File: config.mk
export PLATFORM = sky130hd
export DESIGN_NAME = sawtooth_seq_ctrl
export DESIGN_NICKNAME = d
export VERILOG_FILES = /design/src/rtl/sawtooth_seq_ctrl.sv
export SDC_FILE = /design/constraint.sdc
export NUM_CORES = 1
export LEC_CHECK = 0
export BUFFER_PORTS_ARGS = -buffer_cell sky130_fd_sc_hd__clkbuf_2
export CORE_MARGIN = 10
export CORE_UTILIZATION = 25
export CTS_CLUSTER_DIAMETER = 80
export CTS_CLUSTER_SIZE = 14
export DETAILED_ROUTE_END_ITERATION = 10
export GPL_TIMING_DRIVEN = 0
export PLACE_DENSITY = 0.48
export SLEW_MARGIN = 20
export SYNTH_ARGS = -nofsm -noshare
export SYNTH_HDL_FRONTEND = slang
export SYNTH_SLANG_ARGS = --single-unit
File: constraint.sdc
create_clock -name i_clk -period 6.3 [get_ports i_clk]
set_input_delay 0 -clock i_clk [delete_from_list [all_inputs] [get_ports i_clk]]
set_output_delay 0 -clock i_clk [all_outputs]
set_load 0.03 [all_outputs]
File: src/rtl/sawtooth_seq_ctrl.sv
// Phase-accumulator sequencer for a 10-bit-address, 4-bit-select sawtooth LUT.
// Optional amplitude scaling is enabled by defining SAWTOOTH_AMP_SCALE_EN.
module sawtooth_seq_ctrl #(
  parameter int ACC_W   = 24,
  parameter int ADDR_W  = 10,
  parameter int SEL_W   = 4,
  parameter int SEL_MAX = 10,
  parameter int DATA_W  = 16
) (
  input  logic              i_clk,
  input  logic              i_rst_n,
  input  logic              i_start,
  input  logic              i_stop,
  input  logic [ACC_W-1:0]  i_fcw,
  input  logic              i_sel_wr,
  input  logic [SEL_W-1:0]  i_sel,
  input  logic [DATA_W-1:0] i_lut_data,
`ifdef SAWTOOTH_AMP_SCALE_EN
  input  logic [7:0]        i_amp,
`endif
  output logic [ADDR_W-1:0] o_lut_addr,
  output logic [SEL_W-1:0]  o_lut_sel,
  output logic [DATA_W-1:0] o_sample,
  output logic              o_valid,
  input  logic              i_ready,
  output logic              o_wrap,
  output logic              o_sel_err,
  output logic              o_busy,
  output logic              o_dbg_state
);

  localparam logic [0:0] ST_IDLE = 1'b0;
  localparam logic [0:0] ST_RUN  = 1'b1;
  localparam logic [SEL_W-1:0] SEL_MAX_V = SEL_W'(SEL_MAX);

  logic [0:0]        state_q, state_d;
  logic [ACC_W-1:0]  acc_q, acc_d;
  logic [ACC_W-1:0]  fcw_q, fcw_d;
  logic [SEL_W-1:0]  active_sel_q, active_sel_d;
  logic [SEL_W-1:0]  shadow_sel_q, shadow_sel_d;
  logic [DATA_W-1:0] sample_q, sample_d;
  logic              valid_q, valid_d;
  logic              sel_err_q, sel_err_d;
  logic              stop_pend_q, stop_pend_d;

  logic [ACC_W:0]    sum;
  logic              sel_legal;
  logic              advance;
  logic              wrap;
  logic [DATA_W-1:0] sample_calc;

`ifdef SAWTOOTH_AMP_SCALE_EN
  logic [7:0]        amp_q, amp_d;
  logic [DATA_W+7:0] prod;
  always_comb begin
    prod        = {8'b0, i_lut_data} * {{DATA_W{1'b0}}, amp_q};
    sample_calc = prod[DATA_W+7:8];
  end
`else
  assign sample_calc = i_lut_data;
`endif

  // Handshake: a sample transfers on a cycle where o_valid & i_ready; o_sample is
  // held stable while o_valid is high and i_ready is low, and the phase stalls with it.
  always_comb begin
    state_d      = state_q;
    acc_d        = acc_q;
    fcw_d        = fcw_q;
    active_sel_d = active_sel_q;
    sample_d     = sample_q;
    valid_d      = valid_q;
    stop_pend_d  = stop_pend_q;
`ifdef SAWTOOTH_AMP_SCALE_EN
    amp_d        = amp_q;
`endif
    sum          = {1'b0, acc_q} + {1'b0, fcw_q};
    sel_legal    = (i_sel <= SEL_MAX_V);
    shadow_sel_d = (i_sel_wr && sel_legal) ? i_sel : shadow_sel_q;
    sel_err_d    = i_sel_wr && !sel_legal;
    advance      = (state_q == ST_RUN) && (!valid_q || i_ready);
    wrap         = advance && sum[ACC_W];

    case (state_q)
      ST_IDLE: begin
        if (valid_q && i_ready) valid_d = 1'b0;
        if (i_start) begin
          acc_d        = '0;
          fcw_d        = i_fcw;
          active_sel_d = shadow_sel_q;
          stop_pend_d  = 1'b0;
          state_d      = ST_RUN;
`ifdef SAWTOOTH_AMP_SCALE_EN
          amp_d        = i_amp;
`endif
        end
      end
      ST_RUN: begin
        if (i_stop) stop_pend_d = 1'b1;
        if (advance) begin
          sample_d = sample_calc;
          valid_d  = 1'b1;
          acc_d    = sum[ACC_W-1:0];
        end
        // Parameter changes land only on the wrapping advance so a period is never torn.
        if (wrap) begin
          fcw_d        = i_fcw;
          active_sel_d = shadow_sel_d;
`ifdef SAWTOOTH_AMP_SCALE_EN
          amp_d        = i_amp;
`endif
          if (stop_pend_q || i_stop) begin
            state_d     = ST_IDLE;
            stop_pend_d = 1'b0;
          end
        end
      end
      default: state_d = ST_IDLE;
    endcase
  end

  always_ff @(posedge i_clk or negedge i_rst_n) begin
    if (!i_rst_n) begin
      state_q      <= ST_IDLE;
      acc_q        <= '0;
      fcw_q        <= '0;
      active_sel_q <= '0;
      shadow_sel_q <= '0;
      sample_q     <= '0;
      valid_q      <= 1'b0;
      sel_err_q    <= 1'b0;
      stop_pend_q  <= 1'b0;
`ifdef SAWTOOTH_AMP_SCALE_EN
      amp_q        <= '0;
`endif
    end else begin
      state_q      <= state_d;
      acc_q        <= acc_d;
      fcw_q        <= fcw_d;
      active_sel_q <= active_sel_d;
      shadow_sel_q <= shadow_sel_d;
      sample_q     <= sample_d;
      valid_q      <= valid_d;
      sel_err_q    <= sel_err_d;
      stop_pend_q  <= stop_pend_d;
`ifdef SAWTOOTH_AMP_SCALE_EN
      amp_q        <= amp_d;
`endif
    end
  end

  assign o_lut_addr  = acc_q[ACC_W-1 -: ADDR_W];
  assign o_lut_sel   = active_sel_q;
  assign o_sample    = sample_q;
  assign o_valid     = valid_q;
  assign o_wrap      = wrap;
  assign o_sel_err   = sel_err_q;
  assign o_busy      = (state_q == ST_RUN) || valid_q;
  assign o_dbg_state = state_q;

endmodule

==> flow_metrics.py, run 1 <==
metrics = {
    "status": {
        "status": "complete, no violations",
    },
    "power": {
        "power.density_nw_per_um2": 592,
        "p_int_uw": 1950,
        "switchingPower_uw": 1650,
        "ir_worst_vdd_mv": 0.245,
        "p_seq_frac": 0.239,
        "clkPwrFrac": 0.143,
        "swShare": 0.458,
        "p_leak_uw": 0.00283,
        "combPwrFrac": 0.617,
    },
    "yosys": {
        "netlist_instances": 476,
        "synth_edf_count": 0,
        "synthArstFlopShare": 1.00,
        "synthesis.area_um2": 4580,
        "seq_area_frac_synth": 0.416,
        "synth_nets": 551,
        "synth_flop_cell": "dfrtp_1",
        "synth_seq_cells": 76,
        "avgSynthCellArea_um2": 9.62,
        "yosysWarningCount": 0,
        "yosysUniqueCellTypes": 52,
    },
    "critical_path": {
        "end_kind": "register",
        "r2r_start": "acc_q[0]",
        "path_class": "register to register",
        "ff2ff_setup_slack_ps": 3370,
        "r2r_cells": 10,
        "reg2reg_to": "fcw_q[17]",
        "worstPathArrival_ps": 3160,
        "path_max_fanout": 10,
        "start_kind": "register",
        "crit_required_ps": 6520,
    },
    "clock_network": {
        "numCtsBuffers": 9,
        "clock_path_buffers": 2,
        "cts_root_buf": "clkbuf_16",
        "worstSkewPairLatency_ps": 350,
        "cts_tree": "yes",
        "htree_levels": 3,
        "clk_pin_slew_worst_paths_ps": 60,
        "numClockSinks": 76,
    },
    "floorplanning": {
        "start_util": 0.255,
        "dieArea_um2": 24100,
        "die_w_um": 155,
        "design.core.area_um2": 18000,
        "ioPinCount": 85,
        "rows": 49,
        "die-height_um": 155,
    },
    "grt": {
        "grt_max_degree": 77,
        "antenna_found_initial": 0,
        "grt_pass1_vias": 4205,
        "grt_overflow_total": 0,
        "grt_usage": 0.110,
        "grt_pass1_wl_mm": 21.6,
    },
    "route": {
        "viasPerCell": 4.67,
        "drt_iter0_markers": 221,
        "drt.antenna.violating_nets": 0,
        "wire_per_inst_um": 15.2,
        "firstDrtPassIters": 5,
        "drt-total-wl_mm": 13.0,
        "vias": 3996,
        "drc": 0,
    },
    "place": {
        "port_buffers": 84,
        "place_inst": 789,
        "place_congestion": 0.841,
        "post-place-ws_ps": 3360,
        "dp_hpwl_mm": 9.62,
    },
    "sta": {
        "relSlewSlack": 0.576,
        "worstMarginPinSlew_ps": 636,
        "max_freq_ghz": 0.341,
        "slew_violations": 0,
        "min_period_ps": 2930,
        "fin_skew_ps": 9.54,
        "setup_ws_ps": 3370,
        "rsz0062_at_grt": "false",
        "setup-violations-final": 0,
        "post-route-period-util": 0.465,
        "setup_tns_ps": 0,
        "final-hold-violation-count": 0,
    },
    "job": {
        "cap_viol_max_count": 0,
    },
    "final_layout": {
        "diodes": 0,
        "fin_util": 0.339,
        "drive_gt1_frac": 0.249,
        "stdcell_count": 855,
        "mostFrequentLayoutCell": "clkbuf_2",
        "nets": 696,
        "syn_to_final_growth_pct": 33.1,
        "final_cell_mix": "83 x clkbuf_2, 76 x dfrtp_1, 75 x nand2_1, 50 x dlygate4sd3_1, 31 x nand3_1",
    },
    "worst_hold_path": {
        "holdCritPathClass": "input pin to async pin",
    },
}
-- worst max path at each step --
stage	start	end	depth (start not counted)
floorplan	acc_q[0]	fcw_q[10]	10
global placement	acc_q[0]	fcw_q[21]	10
finish	acc_q[0]	fcw_q[17]	10
CTS	acc_q[0]	fcw_q[17]	10
detailed placement	acc_q[0]	fcw_q[19]	10
global route	acc_q[0]	fcw_q[17]	10
-- Yosys cell counts (6+ instances only) --
| master | count | area [µm²] |
|---|---|---|
| dfrtp_1 | 76 | 1900 |
| clkbuf_1 | 20 | 75.1 |
| and3_1 | 6 | 37.5 |
| nor3_1 | 9 | 45.0 |
| o21ai_0 | 28 | 140 |
| nand2_1 | 75 | 282 |
| nor2_1 | 18 | 67.6 |
| mux2_4 | 20 | 300 |
| o21a_1 | 7 | 52.6 |
| a211o_1 | 6 | 52.6 |
| a31oi_1 | 7 | 43.8 |
| inv_1 | 8 | 30.0 |
| buf_4 | 10 | 75.1 |
| o31ai_1 | 7 | 52.6 |
| ha_1 | 24 | 300 |
| a21oi_1 | 27 | 135 |
| mux2_2 | 14 | 158 |
| nand4_1 | 8 | 50.1 |
| nand2b_1 | 7 | 43.8 |
| o211ai_1 | 6 | 45.0 |
| nand3_1 | 31 | 155 |
-- logic make-up after synthesis --
| logic type | Yosys count | synth area share |
|---|---|---|
| and+or+nand+nor | 176 | 0.182 |
| xor gates and xnor gates | 10 | 0.0191 |
| buffers and inverters | 43 | 0.0525 |
| adders and majority gates | 25 | 0.0700 |
| DFF | 76 | 0.416 |
| AOI/OAI and AO/OA | 111 | 0.159 |
| muxes | 35 | 0.102 |
-- per-stage QoR --
stage	cell area (µm²)	power, µW	hold WS, ps
after global routing	6090	3940	318
final	6090	3600	239
after global placement	5280	3040	192
after floorplan	4580	2550	-296
after CTS	6090	3640	274
after detailed placement	5290	3070	85.7
-- power groups by stage --
| stage | combinational [µW] | sequential [µW] | clock [µW] |
|---|---|---|---|
| after floorplan | 1610 | 936 | 0 |
| after global placement | 2170 | 866 | 0 |
| after CTS | 2240 | 868 | 538 |
| final | 2230 | 863 | 517 |
| after detailed placement | 2200 | 873 | 0 |
| after global routing | 2490 | 897 | 555 |
-- flip-flops by register name, summed over array words and instances (netlist names) --
name	count
acc_q	24
o_dbg_state	1
o_valid	1
shadow_sel_q	4
o_sel_err	1
stop_pend_q	1
fcw_q	24
o_lut_sel	4
o_sample	16
-- cell type report --
class / instances / area, µm²
Clock buffer: 12 / 267
Multi-Input combinational cell: 357 / 2430
Sequential cell: 76 / 1900
Timing Repair Buffer: 134 / 930
Fill cell: 1841 / 11900
Tap cell: 229 / 287
Clock inverter: 4 / 31.3
Buffer: 35 / 210
Inverter: 8 / 30.0
-- worst max-delay path: stages (launching register included) --
cell      delay [ps]
dfrtp_1          390
ha_1             230
fa_1             440
a211oi_2         250
o211ai_1         130
a21oi_2          280
o31ai_4          140
a211o_1          310
buf_6            170
buf_12           160
mux2_4           300
-- per-layer routing --
| metal | vias to the layer above | GRT usage | share of wire | wire length (µm) |
|---|---|---|---|---|
| met5 | - | 0 | 0 | 0 |
| met4 | 0 | 0.0330 | 0.011 | 142 |
| met3 | 10 | 0.0278 | 0.040 | 520 |
| met2 | 67 | 0.178 | 0.47 | 6150 |
| met1 | 1923 | 0.140 | 0.47 | 6160 |
| li1 | 1996 | - | - | - |
-- timing repair --
| action | 4_1_cts | 5_1_grt |
|---|---|---|
| setup endpoints to repair | 0 | 0 |
| setup buffers | 0 | 0 |
| gates resized for setup | 0 | 0 |
| hold buffers | 50 | 0 |
| endpoints found under the hold margin | 124 | 0 |
Note: power is estimated with default switching activity, not from simulation.
==> run 2, diff against run 1 <==
==> constraint.sdc (replaced) <==
create_clock -name i_clk -period 3 [get_ports i_clk]
set_input_delay 0 -clock i_clk [delete_from_list [all_inputs] [get_ports i_clk]]
set_output_delay 0 -clock i_clk [all_outputs]
set_load 0.03 [all_outputs]
==> flow_metrics.py, run 2 (same netlist as run 1, synthesis figures left out) <==
metrics = {
    "clock_network": {
        "htree_levels": 3,
        "cts_root_buf": "clkbuf_16",
        "clk_pin_slew_worst_paths_ps": 60,
        "worstSkewPairLatency_ps": 350,
        "numCtsBuffers": 9,
        "cts_tree": "yes",
        "clock_path_buffers": 2,
        "numClockSinks": 76,
    },
    "final_layout": {
        "diodes": 0,
        "nets": 700,
        "fill_cells": 1836,
        "finalInstanceArea_um2": 6120,
        "stdcell_count": 859,
        "syn_to_final_growth_pct": 33.8,
        "final_cell_mix": "83 x clkbuf_2, 76 x dfrtp_1, 75 x nand2_1, 50 x dlygate4sd3_1, 31 x nand3_1",
        "drive_gt1_frac": 0.256,
        "mostFrequentLayoutCell": "clkbuf_2",
    },
    "critical_path": {
        "max_stage_delay_ps": 390,
        "path_delay_family": "compound AO/OA/AOI/OAI gates",
        "path_class": "register to register",
        "cp_num_buf_inv": 2,
        "worstPathArrival_ps": 3080,
        "end_kind": "register",
        "slowest_stage": "dfrtp_1",
        "path_max_fanout": 10,
        "crit_required_ps": 3230,
        "start_kind": "register",
        "path_cells": "ha_1, fa_2, a211oi_2, o211ai_1, a21oi_2, o31ai_4, a211o_1, buf_6, buf_12, mux2_4",
    },
    "sta": {
        "min_period_ps": 2860,
        "worstMarginPinSlew_ps": 639,
        "setup_tns_ps": 0,
        "fin_worst_hold_slack_ps": 237,
        "final-hold-violation-count": 0,
        "relSlewSlack": 0.574,
        "max_freq_ghz": 0.350,
        "slew_violations": 0,
        "setup-violations-final": 0,
        "post-route-period-util": 0.952,
        "fin_skew_ps": 9.89,
        "rsz0062_at_grt": "false",
    },
    "grt": {
        "grt_pass1_vias": 4205,
        "grt_usage": 0.110,
        "grt_overflow_total": 0,
        "grt_pass1_wl_mm": 21.6,
        "antenna_found_initial": 0,
        "grt_max_degree": 77,
    },
    "route": {
        "drc": 0,
        "viasPerCell": 4.69,
        "vias": 4025,
        "drt_iter0_markers": 279,
        "wire_per_inst_um": 15.2,
        "drt-total-wl_mm": 13.0,
        "drt.antenna.violating_nets": 0,
        "firstDrtPassIters": 4,
    },
    "worst_hold_path": {
        "holdCritPathClass": "input pin to async pin",
    },
    "place": {
        "place_inst": 789,
        "placed_cell_area_um2": 5290,
        "dp_hpwl_mm": 9.62,
        "port_buffers": 84,
        "place_congestion": 0.841,
    },
    "power": {
        "ir_worst_vdd_mv": 0.518,
        "p_leak_uw": 0.00285,
        "power.density_nw_per_um2": 1250,
    },
    "job": {
        "cap_viol_max_count": 0,
    },
    "status": {
        "status": "complete, no violations",
    },
    "floorplanning": {
        "die-height_um": 155,
        "start_util": 0.255,
        "rows": 49,
        "design.core.area_um2": 18000,
        "dieArea_um2": 24100,
        "die_w_um": 155,
        "ioPinCount": 85,
    },
}
[run 2: changes by cell type in the layout (fill, tap and decap cells not counted)]
cell   before  now
fa_1        1    0
buf_4      10   14
fa_2        0    1
[run 2: path summary, 6_finish.rpt]
kind / start / to / slack, ps / cells past startpoint
worst min register to register: o_sample[1] / o_sample[1] / 470 / 2
worst min-delay path: i_rst_n / o_sample[10] / 240 / 2
max in group asynchronous: i_rst_n / fcw_q[6] / 2300 / 2
min in group i_clk: i_lut_data[13] / o_sample[13] / 380 / 4
worst max register to register: acc_q[0] / fcw_q[17] / 140 / 10
worst max-delay path: acc_q[0] / fcw_q[17] / 140 / 10
[run 2: metrics by stage]
| stage | setup WS (ps) | utilization | total power, µW |
|---|---|---|---|
| 2_1_floorplan | 365 | - | 5350 |
| 3_3_place_gp | 74.5 | 0.294 | 6380 |
| 3_5_place_dp | 56.6 | 0.295 | 6460 |
| 4_1_cts | 28.1 | 0.339 | 7650 |
| 5_1_grt | 43.5 | 0.341 | 8360 |
| 6_report | 143 | 0.341 | 7670 |
[run 2: per-layer routing]
metal	track usage	vias up	part of all wire
li1	-	1997	-
met1	0.140	1940	0.47
met2	0.178	80	0.47
met3	0.0278	8	0.043
met4	0.0330	0	0.011
met5	0	-	0
[run 2: power breakdown]
group / switching, µW / internal, µW
logic: 2730 / 2040
registers: 307 / 1510
clock network: 457 / 631
total: 3500 / 4170
[run 2: what timing repair did]
| item | CTS | global route |
|---|---|---|
| endpoints found under the hold margin | 124 | 0 |
| buffers inserted | 0 | 4 |
| endpoints found under the setup margin | 0 | 20 |
| hold buffers | 50 | 0 |
| gates resized for setup | 0 | 1 |
[run 2: cell type report]
class                           count  area, µm²  area share
Multi-Input combinational cell    357       2440       0.398
Buffer                             35        210      0.0343
Clock buffer                       12        267      0.0435
Sequential cell                    76       1900       0.311
Inverter                            8       30.0     0.00490
Clock inverter                      4       31.3     0.00511
Tap cell                          229        287      0.0468
Timing Repair Buffer              138        960       0.157
==> run 3, diff against run 2 <==
--- a/config.mk
+++ b/config.mk
@@ -12,7 +12,7 @@
 export CTS_CLUSTER_SIZE = 14
 export DETAILED_ROUTE_END_ITERATION = 10
 export GPL_TIMING_DRIVEN = 0
-export PLACE_DENSITY = 0.48
+export SETUP_SLACK_MARGIN = 0.3
 export SLEW_MARGIN = 20
 export SYNTH_ARGS = -nofsm -noshare
 export SYNTH_HDL_FRONTEND = slang
==> flow_metrics.py, run 3 (same netlist as run 1, synthesis figures left out) <==
metrics = {
    "sta": {
        "min_period_ps": 2720,
        "setup-violations-final": 0,
        "rsz0062_at_grt": "true",
        "setup_ws_ps": 276,
        "fin_skew_ps": 6.36,
        "post-route-period-util": 0.908,
        "relSlewSlack": 0.576,
        "slew_violations": 0,
        "setup_tns_ps": 0,
        "max_freq_ghz": 0.367,
        "fin_worst_hold_slack_ps": 243,
        "final-hold-violation-count": 0,
        "worstMarginPinSlew_ps": 636,
    },
    "grt": {
        "met3_usage": 0.0339,
        "grt_max_degree": 77,
        "grt_overflow_total": 0,
        "use_met1": 0.138,
        "grt.busiest_layer": "met2",
        "grt_usage": 0.107,
        "grt_pass1_wl_mm": 21.1,
        "grt_use_met2": 0.169,
        "antenna_found_initial": 0,
        "grt_pass1_vias": 4085,
    },
    "route": {
        "firstDrtPassIters": 4,
        "vias": 3940,
        "viasPerCell": 4.57,
        "drt-total-wl_mm": 12.8,
        "drc": 0,
        "drt_iter0_markers": 191,
        "wire_per_inst_um": 14.9,
        "drt.antenna.violating_nets": 0,
    },
    "clock_network": {
        "htree_levels": 3,
        "numCtsBuffers": 9,
        "clock_path_buffers": 2,
        "clk_pin_slew_worst_paths_ps": 60,
        "numClockSinks": 76,
        "worstSkewPairLatency_ps": 350,
        "cts_root_buf": "clkbuf_16",
        "cts_tree": "yes",
    },
    "place": {
        "port_buffers": 84,
        "post-place-ws_ps": 60.1,
        "place_congestion": 0.842,
        "place_inst": 789,
        "dp_hpwl_mm": 9.38,
    },
    "final_layout": {
        "drive_gt1_frac": 0.261,
        "stdcell_count": 862,
        "fill_cells": 1871,
        "diodes": 0,
        "syn_to_final_growth_pct": 34.8,
        "mostFrequentLayoutCell": "clkbuf_2",
        "nets": 703,
        "final_cell_mix": "84 x clkbuf_2, 76 x dfrtp_1, 75 x nand2_1, 49 x dlygate4sd3_1, 31 x nand3_1",
    },
    "critical_path": {
        "start_kind": "register",
        "crit_required_ps": 3230,
        "worstPathArrival_ps": 2950,
        "end_kind": "register",
        "path_class": "register to register",
        "path_max_fanout": 10,
    },
    "worst_hold_path": {
        "holdCritPathClass": "input pin to async pin",
    },
    "floorplanning": {
        "ioPinCount": 85,
        "rows": 49,
        "die-height_um": 155,
        "design.core.area_um2": 18000,
        "start_util": 0.255,
        "die_w_um": 155,
        "dieArea_um2": 24100,
    },
    "status": {
        "status": "complete, no violations",
    },
    "power": {
        "power.density_nw_per_um2": 1260,
        "ir_worst_vdd_mv": 0.401,
        "p_leak_uw": 0.00288,
    },
    "job": {
        "cap_viol_max_count": 0,
    },
}
==> run 3: cell count changes in the layout (fill, tap and decap cells not counted), moves of 2 or more <==
cell,change
clkbuf_8,-2
buf_4,+4
bufinv_16,+2
clkinvlp_4,-2
==> run 3: what timing repair did <==
item	CTS	global route
hold buffers	49	0
setup endpoints to repair	28	29
buffers inserted	6	2
hold endpoints to repair	124	0
pin swaps	2	1
resized for setup	2	2
==> run 3: path summary, 6_finish.rpt <==
kind	startpoint	endpoint	slack [ps]	cells after the start
setup / recovery	acc_q[0]	fcw_q[11]	280	10
hold / removal	i_rst_n	fcw_q[13]	240	2
setup reg to reg	acc_q[0]	fcw_q[11]	280	10
hold reg to reg	o_sample[1]	o_sample[1]	470	2
max in group asynchronous	i_rst_n	o_sample[2]	2310	2
min in group i_clk	i_lut_data[15]	o_sample[15]	380	4
==> run 3: where the power goes <==
part | internal [µW] | total, µW | switching (µW)
clock | 750 | 1180 | 428
combinational | 2070 | 4790 | 2730
sequential | 1510 | 1800 | 291
==> run 3: per-stage QoR <==
stage | utilization | area, µm² | power [µW]
3_5_place_dp | 0.295 | 5290 | 6420
4_1_cts | 0.342 | 6150 | 7810
2_1_floorplan | - | 4580 | 5350
5_1_grt | 0.343 | 6170 | 8480
6_report | 0.343 | 6170 | 7770
3_3_place_gp | 0.294 | 5280 | 6350
==> run 3: routing by layer <==
| layer | wire length (µm) | up-vias |
|---|---|---|
| met5 | 0 | - |
| met1 | 6230 | 1844 |
| met4 | 106 | 0 |
| met3 | 614 | 10 |
| met2 | 5850 | 77 |
| li1 | - | 2009 |
==> run 3: layout make-up <==
class	count	area, µm²	area share
plain buffers	35	211	0.0343
clock buffers	12	246	0.0400
clock inverters	4	72.6	0.0118
inverters	8	30.0	0.00487
multi-input cells	357	2440	0.396
flip-flops and latches	76	1900	0.308
well taps	229	287	0.0465
repair buffers	141	980	0.159
==> run 3: worst max-delay path, cell delays in order, from the launching register on <==
cell	delay (ps)
dfrtp_1	380
ha_2	200
fa_2	360
a211oi_2	230
o211ai_1	130
a21oi_2	270
o31ai_4	130
a211o_1	290
buf_6	150
buf_12	150
mux2_4	300
